[src/rtl/ccr_rst_seq.sv]
// Multi-domain reset sequencer: debounces board reset, qualifies PLL lock, releases domains in ascending order.
// Latency: domain 0 leaves reset SYNC+DEBOUNCE+LOCK+1 edges after board reset release; each later domain STAGE_DELAY after.
// Backpressure: none; a software request outside RUN is dropped, and lock loss always wins over a software request.
module ccr_rst_seq #(
    parameter int NUM_DOMAINS_p                   = 3,
    parameter int SYSRST_DEBOUNCE_COUNTER_VALUE_p = 15,
    parameter int PLL_LOCK_COUNTER_VALUE_p        = 20,
    parameter int STAGE_DELAY_p                   = 4,
    parameter int SW_HOLD_CYCLES_p                = 8,
    parameter int SYNC_STAGES_p                   = 2
) (
    input  logic                     i_clk,
    input  logic                     i_sysrst_n,
    input  logic                     i_pll_locked,
    input  logic                     i_sw_rst_req,
    output logic [NUM_DOMAINS_p-1:0] o_rst_n,
    output logic [1:0]               o_rst_cause,
    output logic                     o_busy
);

    localparam int REL_SPAN_C = STAGE_DELAY_p * (NUM_DOMAINS_p - 1);
    localparam int MAX_A_C    = (SYSRST_DEBOUNCE_COUNTER_VALUE_p > PLL_LOCK_COUNTER_VALUE_p) ?
                                SYSRST_DEBOUNCE_COUNTER_VALUE_p : PLL_LOCK_COUNTER_VALUE_p;
    localparam int MAX_B_C    = (REL_SPAN_C > SW_HOLD_CYCLES_p) ? REL_SPAN_C : SW_HOLD_CYCLES_p;
    localparam int CNT_MAX_C  = (MAX_A_C > MAX_B_C) ? MAX_A_C : MAX_B_C;
    localparam int CNT_W_C    = $clog2(CNT_MAX_C) + 1;

    localparam logic [CNT_W_C-1:0] DEB_LAST_C  = CNT_W_C'(SYSRST_DEBOUNCE_COUNTER_VALUE_p - 1);
    localparam logic [CNT_W_C-1:0] LOCK_LAST_C = CNT_W_C'(PLL_LOCK_COUNTER_VALUE_p - 1);
    localparam logic [CNT_W_C-1:0] HOLD_LAST_C = CNT_W_C'(SW_HOLD_CYCLES_p - 1);
    localparam logic [CNT_W_C-1:0] REL_LAST_C  = CNT_W_C'(REL_SPAN_C);
    localparam logic [CNT_W_C-1:0] CNT_ONE_C   = CNT_W_C'(1);

    localparam logic [1:0] CAUSE_SYSRST_C = 2'b01;
    localparam logic [1:0] CAUSE_LOCK_C   = 2'b10;
    localparam logic [1:0] CAUSE_SW_C     = 2'b11;

    typedef enum logic [2:0] {
        ST_DEBOUNCE  = 3'd0,
        ST_LOCK_WAIT = 3'd1,
        ST_RELEASE   = 3'd2,
        ST_RUN       = 3'd3,
        ST_SW_HOLD   = 3'd4
    } state_t;

    state_t                   state_q, state_d;
    logic [CNT_W_C-1:0]       cnt_q, cnt_d;
    logic [NUM_DOMAINS_p-1:0] rst_n_q, rst_n_d;
    logic [1:0]               cause_q, cause_d;
    logic [SYNC_STAGES_p-1:0] sysrst_sync_q;
    logic [SYNC_STAGES_p-1:0] lock_sync_q;
    logic                     sysrst_ok;
    logic                     lock_ok;

    // Both chains are cleared by board reset so a glitch also discards stale lock history.
    always_ff @(posedge i_clk or negedge i_sysrst_n) begin
        if (!i_sysrst_n) begin
            sysrst_sync_q <= '0;
            lock_sync_q   <= '0;
        end else begin
            sysrst_sync_q <= {sysrst_sync_q[SYNC_STAGES_p-2:0], 1'b1};
            lock_sync_q   <= {lock_sync_q[SYNC_STAGES_p-2:0], i_pll_locked};
        end
    end

    assign sysrst_ok = sysrst_sync_q[SYNC_STAGES_p-1];
    assign lock_ok   = lock_sync_q[SYNC_STAGES_p-1];

    always_ff @(posedge i_clk or negedge i_sysrst_n) begin
        if (!i_sysrst_n) begin
            state_q <= ST_DEBOUNCE;
            cnt_q   <= '0;
            rst_n_q <= '0;
            cause_q <= CAUSE_SYSRST_C;
        end else begin
            state_q <= state_d;
            cnt_q   <= cnt_d;
            rst_n_q <= rst_n_d;
            cause_q <= cause_d;
        end
    end

    always_comb begin
        state_d = state_q;
        cnt_d   = cnt_q;
        rst_n_d = rst_n_q;
        cause_d = cause_q;
        unique case (state_q)
            ST_DEBOUNCE: begin
                if (sysrst_ok) begin
                    if (cnt_q == DEB_LAST_C) begin
                        state_d = ST_LOCK_WAIT;
                        cnt_d   = '0;
                    end else begin
                        cnt_d = cnt_q + CNT_ONE_C;
                    end
                end
            end
            ST_LOCK_WAIT: begin
                if (!lock_ok) begin
                    cnt_d = '0;
                end else if (cnt_q == LOCK_LAST_C) begin
                    state_d = ST_RELEASE;
                    cnt_d   = '0;
                end else begin
                    cnt_d = cnt_q + CNT_ONE_C;
                end
            end
            ST_RELEASE: begin
                if (!lock_ok) begin
                    state_d = ST_LOCK_WAIT;
                    cnt_d   = '0;
                    rst_n_d = '0;
                    cause_d = CAUSE_LOCK_C;
                end else begin
                    // Domain k leaves reset when the stage counter reaches k*STAGE_DELAY.
                    for (int k = 0; k < NUM_DOMAINS_p; k++) begin
                        if (cnt_q == CNT_W_C'(k * STAGE_DELAY_p)) begin
                            rst_n_d[k] = 1'b1;
                        end
                    end
                    if (cnt_q == REL_LAST_C) begin
                        state_d = ST_RUN;
                        cnt_d   = '0;
                    end else begin
                        cnt_d = cnt_q + CNT_ONE_C;
                    end
                end
            end
            ST_RUN: begin
                if (!lock_ok) begin
                    state_d = ST_LOCK_WAIT;
                    cnt_d   = '0;
                    rst_n_d = '0;
                    cause_d = CAUSE_LOCK_C;
                end else if (i_sw_rst_req) begin
                    state_d = ST_SW_HOLD;
                    cnt_d   = '0;
                    rst_n_d = '0;
                    cause_d = CAUSE_SW_C;
                end
            end
            ST_SW_HOLD: begin
                if (!lock_ok) begin
                    state_d = ST_LOCK_WAIT;
                    cnt_d   = '0;
                    cause_d = CAUSE_LOCK_C;
                end else if (cnt_q == HOLD_LAST_C) begin
                    state_d = ST_RELEASE;
                    cnt_d   = '0;
                end else begin
                    cnt_d = cnt_q + CNT_ONE_C;
                end
            end
            default: begin
                state_d = ST_DEBOUNCE;
                cnt_d   = '0;
                rst_n_d = '0;
            end
        endcase
    end

    assign o_rst_n     = rst_n_q;
    assign o_rst_cause = cause_q;
    assign o_busy      = ~&rst_n_q;

endmodule

[config.mk]
export PLATFORM = sky130hd
export DESIGN_NAME = ccr_rst_seq
export DESIGN_NICKNAME = d
export VERILOG_FILES = /design/src/rtl/ccr_rst_seq.sv
export SDC_FILE = /design/constraint.sdc
export NUM_CORES = 1
export LEC_CHECK = 0
export ABC_CLOCK_PERIOD_IN_PS = 5000
export CAP_MARGIN = 10
export CELL_PAD_IN_SITES_DETAIL_PLACEMENT = 1
export CELL_PAD_IN_SITES_GLOBAL_PLACEMENT = 1
export CORE_MARGIN = 2
export CORE_UTILIZATION = 35
export CTS_BUF_LIST = sky130_fd_sc_hd__clkbuf_4 sky130_fd_sc_hd__clkbuf_8 sky130_fd_sc_hd__clkbuf_16
export CTS_CLUSTER_SIZE = 25
export DETAILED_ROUTE_END_ITERATION = 7
export GPL_TIMING_DRIVEN = 0
export PLACE_DENSITY_LB_ADDON = 0.15
export SETUP_SLACK_MARGIN = 0.2
export SYNTH_ARGS = -nofsm -noshare
export SYNTH_HDL_FRONTEND = slang
export SYNTH_SLANG_ARGS = --single-unit
export TNS_END_PERCENT = 5
[constraint.sdc]
create_clock -name i_clk -period 5 [get_ports i_clk]
set_clock_uncertainty 0.05 [all_clocks]
set_input_delay 1 -clock i_clk [delete_from_list [all_inputs] [get_ports i_clk]]
set_output_delay 1 -clock i_clk [all_outputs]
set_load 0.005 [all_outputs]
==> metrics.txt, run 1 <==
CTS tree done; routed len/inst 15.6 µm; Core Region 2780 µm²; starting density of the core 0.371; GR Util All Layers 0.163; largest net degree at the start of global routing 19; cell accounting for the most synthesized area dfrtp_1; hold endpoint sysrst_sync_q[1]; antenna cell count 0; average size of a mapped cell 9.13 µm²; PD cells 333 nW/µm²; complex-gate fraction of the synthesized area 0.223; final setup margin roughly 2600 ps; H-tree Lvls 1; critical path launch point type flip-flop; Ports 10; Post-Synth XOR/XNOR Area 0; peak supply drop 0.180 mV; largest cells by area after synthesis dfrtp_1 41%, nand2b_1 4.2%, nand2_1 4.0%, o21ai_0 3.9%, ha_1 3.6%; Die Height 58.3 µm; # port buffers 9; Setup-failing EPs final 0; die area 3400 µm²; Worst Hold Depth 0; Least-Margin Pin Slew 809 ps; GP Congestion 0.757; syn_nets 120; ANT nets after route 0; postcts setup bufs 0; FP Rows 19; Async S/R FF share, synth 1.00; initial antenna violation count 0; clk slew on worst S/H paths 110 ps; slowest stage delay, CP 560 ps; count of pins over their slew limit 0; CP delay by family, top flip-flops; status finished clean; drt total wl ~2.4 mm; Post-Synthesis Cell Area approximately 1000 µm²; synthesized-area fraction occupied by adder cells 0.0364; # Max-Cap Violations 0; combinational family with the most area after synthesis simple AND/OR/NAND/NOR gates; DR DRC count 0; setup TNS 0 ps; Synth top area share 0.412; top-count cell post-synth dfrtp_1; unrepaired setup endpoints after global routing no; number of fill cells 338; First DRT Iteration DRCs 24; Final Cycle Share 0.479; vias in the first global route 905; most frequent cells after synthesis 17 x dfrtp_1, 11 x nand2_1, 9 x nor2_1; Clock Tree Buf Depth 2; R2R cell count 6; clk sinks 18; Yosys warning total 0; Top FF cell, synth dfrtp_1; Crit path required time slightly below 4000 ps; cells after synthesis between 100 and 150; min-delay worst type reg -> reg; Crit-path slowest cell dfstp_2; CP bufs+invs 1; nets 134; post_cts resized 0; Num CTS Buffers 3; global-route wire length before repair 4.30 mm; Final min period 2400 ps; #FFs+latches synth 18; Vias/cell about 5.7; Setup CP Type reg -> out; CTS Hold Bufs 0; Area Overhead vs Synth 16.0%; Worst-Skew Late Latency roughly 300 ps; Yosys cell types 37; Fin. Hold Viols 0; drt pass-1 iters 4; share of cells above drive strength 1 0.103; Hold WS between 300 and 400 ps; Worst R2R Start cnt_q[1]; pre-CTS setup slack 2360 ps; Root Driver clkbuf_4; R2R Setup Slk approximately 3000 ps; Slew HR 0.459; grt total ovfl 0; worst-path cell chain clkdlybuf4s50_1; Worst Path Max Fanout 3; LEAKAGE 0.512 nW; Worst setup EP type output pin; Post-DP HPWL about 1.8 mm; fmax 417 MHz; Hold Crit Start sysrst_sync_q[0]; Synth Area in Simple Gates 0.230; DR vias approximately 900; EDFF count, synth 0; sequential area share after synthesis 0.438; worst r2r dst cnt_q[4]; proportion of synthesized area in mux cells 0.0145; WP data arrival 1350 ps; die width 58.3 µm
placed cells by master, fill, tap and decap left out, types with 2 or more instances in the layout:
master	Yosys	layout
a41oi_1	2	2
nand3_1	5	5
inv_1	7	7
or3_1	2	2
a211oi_1	2	2
dfrtp_1	17	17
nand4b_1	4	4
clkbuf_4	0	3
nand2_1	11	11
clkdlybuf4s50_1	0	9
nand2b_1	7	7
nor3_1	3	3
nor2_1	9	9
o211ai_1	2	2
ha_1	3	3
a21oi_1	7	7
clkbuf_1	3	3
o21ai_0	8	8
layout make-up:
cell class	instances	area (µm²)	share of cell area
multi-input cells	83	524	0.438
repair buffers	9	90.1	0.0752
inverters	7	26.3	0.0219
plain buffers	5	30.0	0.0251
clock buffers	4	36.3	0.0303
well taps	31	38.8	0.0324
flip-flops and latches	18	452	0.377
routing by layer:
layer / up-vias / wire, µm / global-route usage
met5: - / 0 / 0
met4: 0 / 16 / 0.0498
met3: 2 / 75 / 0.0286
met2: 17 / 1080 / 0.246
met1: 441 / 1270 / 0.238
li1: 428 / - / -
report_power, final:
group	internal (mW)	switching, mW
Sequential	0.168	0.0146
Combinational	0.0531	0.0720
Clock	0.0444	0.0473
worst max-delay path by stage:
stage | from | endpoint | slack [ps] | depth (start not counted)
floorplan | i_sw_rst_req | cnt_q[3] | 2970 | 5
global placement | i_sw_rst_req | cnt_q[3] | 2370 | 6
detailed placement | i_sw_rst_req | cnt_q[3] | 2360 | 6
CTS | o_rst_cause[0] | o_rst_cause[0] | 2590 | 1
global route | o_rst_cause[0] | o_rst_cause[0] | 2560 | 1
finish | o_rst_cause[0] | o_rst_cause[0] | 2600 | 1
registers in the layout, summed over array words and instances, names as in the netlist:
signal and count:
cnt_q 6, o_rst_n 3, state_q 3, lock_sync_q 2
o_rst_cause 2, sysrst_sync_q 2
stage by stage:
stage               power [mW]  utilization  cells  instance area [µm²]
detailed placement       0.310        0.417    153                 1160
finish                   0.399        0.430    157                 1200
global placement         0.305        0.417    153                 1160
floorplan                0.271            -    113                 1030
CTS                      0.403        0.430    157                 1200
global route             0.428        0.430    157                 1200
logic make-up (layout without fill, tap and decap cells):
family                     after synthesis  after routing
AOI/OAI and AO/OA                       33             33
adders and majority gates                3              3
buffers and inverters                   12             25
DFF                                     18             18
muxes                                    1              1
other                                    1              1
and+or+nand+nor                         45             45
No activity file was read; power rests on OpenSTA's default activity.
==> inputs of run 2 (changes only) <==
Settings changed: ABC_CLOCK_PERIOD_IN_PS 5000 to 1940.
Clock period 5 ns to 1.94 ns, I/O delays scaled along.
==> metrics.txt, run 2 (same netlist as run 1, synthesis figures left out) <==
Worst setup EP type output pin; Final min period 1750 ps; Worst R2R Start cnt_q[1]; pre-CTS setup slack -86.8 ps (-2450 ps); critical path launch point type flip-flop; CP bufs+invs 1 (unchanged); number of fill cells 340 (+0.59%); Worst Hold Depth 0 (unchanged); clk sinks 18 (unchanged); Area Overhead vs Synth 21.9%; R2R cell count 6 (unchanged); CTS Hold Bufs 0 (unchanged); largest net degree at the start of global routing 19 (unchanged); commonest non-fill, non-tap cell in the layout dfrtp_1; PD cells 836 nW/µm² (+150%); worst r2r dst cnt_q[2]; Slew HR 0.460 (+0.00123); drt total wl 2.56 mm (+4.8%); Largest register FFs 6 (unchanged); # port buffers 9 (unchanged); final setup margin 195 ps (-2410 ps); peak supply drop 0.484 mV (+170%); Least-Margin Pin Slew 807 ps (-1.84 ps); GP Congestion 0.757 (unchanged); die width 58.3 µm (unchanged); Placed Area 1160 µm² (unchanged); drt pass-1 iters 4 (unchanged); Root Driver clkbuf_4; Crit-path slowest cell clkdlybuf4s50_1; GR Util All Layers 0.171 (+0.00835); WP data arrival 1310 ps (-40 ps); Die Height 58.3 µm (unchanged); Biggest register cnt_q; Layout Utilization 0.453 (+0.0220); Crit path required time 1500 ps (-2450 ps); Worst Path Max Fanout 3 (unchanged); share of cells above drive strength 1 0.192 (+0.0891); First DRT Iteration DRCs 27 (+13%); CP delay by family, top buffers and inverters; clk slew on worst S/H paths 110 ps (about the same); routed len/inst 15.9 µm (+2.2%); starting density of the core 0.371 (unchanged); Pwr Total 1.05 mW (+160%); H-tree Lvls 1 (unchanged); fmax between 500 and 600 MHz; ANT nets after route 0 (unchanged); Final Cycle Share 0.900; Num CTS Buffers 3 (unchanged); antenna cell count 0 (unchanged); fin cells 161 (+2.5%); Setup CP Type reg -> out; Hold Crit Start sysrst_sync_q[0]; min-delay worst type reg -> reg; setup TNS 0 ps (unchanged); worst-path cell chain nand3_1 -> clkdlybuf4s50_1; fin area 1260 µm² (+5.1%); Hold WS 309 ps (+0.0160 ps); Post-DP HPWL 1.79 mm (unchanged); global-route wire length before repair 4.49 mm (+4.4%); DR vias 910 (+2.5%); # Max-Cap Violations 0 (unchanged); DR DRC count 0 (unchanged); vias in the first global route 936 (+3.4%); unrepaired setup endpoints after global routing yes; Vias/cell 5.65 (about the same); Setup-failing EPs final 0 (unchanged); placed insts 153 (unchanged); Fin. Hold Viols 0 (unchanged); hold endpoint sysrst_sync_q[1]; CTS tree done; Core Region 2780 µm² (unchanged); slowest stage delay, CP 500 ps (-60 ps); count of pins over their slew limit 0 (unchanged); Ports 10 (unchanged); status finished clean; die area 3400 µm² (unchanged); Clock Tree Buf Depth 2 (unchanged); FP Rows 19 (unchanged); most frequent cells in the layout 17 x dfrtp_1, 11 x nand2_1, 8 x o21ai_0, 8 x nor2_1, 8 x clkdlybuf4s50_1; Worst-Skew Late Latency 300 ps (about the same); nets 138 (+3.0%); R2R Setup Slk 210 ps (-2830 ps); LEAKAGE 0.541 nW (+5.7%); initial antenna violation count 0 (unchanged); grt total ovfl 0 (unchanged)
run 2: changes by cell type in the layout (fill, tap and decap cells not counted), sizes merged:
cell	before	now
clkdlybuf4s50	9	8
buf	2	6
dlymetal6s2s	0	1
run 2: how the worst max path moves through the flow:
stage	cells after the start	slack (ps)	start	end
after CTS	1	140	o_rst_cause[0]	o_rst_cause[0]
after global placement	6	-80	i_sw_rst_req	cnt_q[3]
after floorplan	6	240	state_q[0]	cnt_q[3]
after detailed placement	6	-90	i_sw_rst_req	cnt_q[3]
after global routing	7	120	state_q[0]	cnt_q[4]
final	2	190	o_rst_n[0]	o_busy
run 2: layer usage:
layer  up-vias  share of wire  global-route usage
met1       456           0.49               0.242
met3         5          0.022              0.0286
met4         0          0.013              0.0498
met2        12           0.48               0.270
li1        437              -                   -
met5         -              0                   0
run 2: where the power goes:
group | internal (mW) | switching (mW) | leakage, nW
clock | 0.115 | 0.125 | 0.0210
sequential | 0.433 | 0.0396 | 0.227
combinational | 0.148 | 0.193 | 0.293
total | 0.695 | 0.358 | 0.541
run 2: layout make-up:
type	count	area, µm²	share of cell area
Sequential cell	18	452	0.359
Tap cell	31	38.8	0.0308
Buffer	5	31.3	0.0249
Inverter	7	26.3	0.0209
Multi-Input combinational cell	83	552	0.438
Clock buffer	4	36.3	0.0288
Timing Repair Buffer	13	123	0.0974
run 2: timing repair:
action	in CTS	in global routing
resized for setup	5	5
pin swaps	2	2
buffers inserted	3	1
endpoints found under the setup margin	8	10
==> inputs of run 3 (changes only) <==
Settings changed: ABC_CLOCK_PERIOD_IN_PS 1940 to 2000, GPL_ROUTABILITY_DRIVEN set to 0.
Clock period 1.94 ns to 2 ns, I/O delays scaled along.
==> metrics.txt, run 3 (same netlist as run 1, synthesis figures left out) <==
Int Power 672 µW (-3.2%); commonest non-fill, non-tap cell in the layout dfrtp_1; clk sinks 18 (unchanged); Vias/cell 5.67 (+0.29%); Setup-failing EPs final 0 (unchanged); drt total wl 2.56 mm (-0.23%); fin cells 160 (-0.62%); CP startpoint o_rst_n[0]; Ports 10 (unchanged); share of cells above drive strength 1 0.186 (-0.00626); H-tree Lvls 1 (unchanged); Least-Margin Pin Slew 807 ps (unchanged); antenna cell count 0 (unchanged); Gate power share 0.322 (-0.002); Num CTS Buffers 3 (unchanged); Die Height 58.3 µm (unchanged); FP Rows 19 (unchanged); Root Driver clkbuf_4; nets 137 (-0.72%); peak supply drop 0.469 mV (-3.1%); WP data arrival 1310 ps (about the same); CP bufs+invs 1 (unchanged); Worst-Skew Late Latency 300 ps (about the same); Fin. Hold Viols 0 (unchanged); PD cells 814 nW/µm² (-2.6%); largest net degree at the start of global routing 19 (unchanged); slowest stage delay, CP 500 ps (about the same); Worst Path Max Fanout 3 (unchanged); switching part of the total 0.340 (about the same); R2R Setup Slk 270 ps (+60 ps); drt pass-1 iters 4 (unchanged); Crit-path slowest cell clkdlybuf4s50_1; Hold Crit Start sysrst_sync_q[0]; Biggest register cnt_q; # Max-Cap Violations 0 (unchanged); Crit path required time 1550 ps (+50 ps); sequential share of power 0.450 (about the same); unrepaired setup endpoints after global routing yes; Largest register FFs 6 (unchanged); die width 58.3 µm (unchanged); Clock power frac 0.228 (about the same); Worst setup EP type output pin; DR vias 907 (-0.33%); placed insts 153 (unchanged); fmax 569 MHz; setup TNS 0 ps (unchanged); R2R cell count 6 (unchanged); CP delay by family, top buffers and inverters; status finished clean; worst-path cell chain nand3_1 -> clkdlybuf4s50_1; starting density of the core 0.371 (unchanged); First DRT Iteration DRCs 27 (unchanged); clk slew on worst S/H paths 110 ps (about the same); initial antenna violation count 0 (unchanged); total net switching power 347 µW (-3.1%); hold endpoint sysrst_sync_q[1]; Worst R2R Start cnt_q[1]; Slew HR 0.460 (unchanged); Final min period 1760 ps; Post-DP HPWL 1.79 mm (unchanged); Final Cycle Share 0.879; number of cells on the critical path 2 (unchanged); count of pins over their slew limit 0 (unchanged); global-route wire length before repair 4.49 mm (unchanged); GR Util All Layers 0.171 (unchanged); critical path launch point type flip-flop; # port buffers 9 (unchanged); DR DRC count 0 (unchanged); CTS tree done; LEAKAGE 0.537 nW (-0.77%); min-delay worst type reg -> reg; Area Overhead vs Synth 21.2%; ANT nets after route 0 (unchanged); Layout Utilization 0.450 (-0.00270); Setup CP Type reg -> out; routed len/inst 16.0 µm (+0.39%); Worst Hold Depth 0 (unchanged); most frequent cells in the layout 17 x dfrtp_1, 11 x nand2_1, 8 x o21ai_0, 8 x nor2_1, 8 x clkdlybuf4s50_1; grt total ovfl 0 (unchanged); Core Region 2780 µm² (unchanged); Clock Tree Buf Depth 2 (unchanged); vias in the first global route 936 (unchanged); worst r2r dst cnt_q[2]; die area 3400 µm² (unchanged)
-- run 3: changes by cell type in the layout (fill, tap and decap cells not counted) --
cell	delta
buf_4	-1
-- run 3: worst register-to-register path: cells and delay by family, from the launching register on --
family | cells | cell delay (ps)
AOI/OAI and AO/OA | 4 | 810
adders and majority gates | 1 | 220
and+or+nand+nor | 1 | 170
DFF | 1 | 430
-- run 3: per-layer routing --
layer | global-route usage | up-vias | wire (µm)
met3 | 0.0286 | 5 | 56
li1 | - | 435 | -
met5 | 0 | - | 0
met4 | 0.0498 | 0 | 33
met1 | 0.242 | 455 | 1240
met2 | 0.270 | 12 | 1230
-- run 3: metrics by stage --
stage	hold slack (ps)	area [µm²]	worst slack (ps)	total power, mW
after floorplan	54.4	1030	300	0.678
after detailed placement	287	1160	-38.8	0.775
final	309	1250	243	1.02
after CTS	312	1240	188	1.02
after global routing	316	1250	164	1.09
after global placement	282	1160	-28.7	0.762
-- run 3: worst max-delay path by stage --
| stage | end | slack [ps] |
|---|---|---|
| 2_1_floorplan | cnt_q[3] | 300 |
| 3_3_place_gp | cnt_q[3] | -30 |
| 3_5_place_dp | cnt_q[3] | -40 |
| 4_1_cts | o_rst_cause[0] | 190 |
| 5_1_grt | cnt_q[0] | 160 |
| 6_report | o_busy | 240 |
-- run 3: layout make-up --
cell class / count / area, µm²
buffer: 5 / 31.3
clock buffer: 4 / 36.3
fill: 339 / 1530
inverter: 7 / 26.3
multi-input combinational: 83 / 552
sequential: 18 / 452
tap: 31 / 38.8
timing repair buffer: 12 / 115
-- run 3: power by group through the flow --
| stage | clock network, mW | logic [mW] | registers (mW) |
|---|---|---|---|
| after global placement | 0 | 0.302 | 0.460 |
| after CTS | 0.238 | 0.326 | 0.456 |
| after detailed placement | 0 | 0.312 | 0.463 |
| after floorplan | 0 | 0.222 | 0.455 |
| after global routing | 0.252 | 0.370 | 0.466 |
| final | 0.232 | 0.329 | 0.458 |
-- run 3: repair_timing --
| action | in CTS | in global routing |
|---|---|---|
| pin swaps | 2 | 2 |
| setup endpoints to repair | 6 | 8 |
| hold buffers | 0 | 0 |
| resized for setup | 4 | 6 |
| buffers inserted | 3 | 0 |
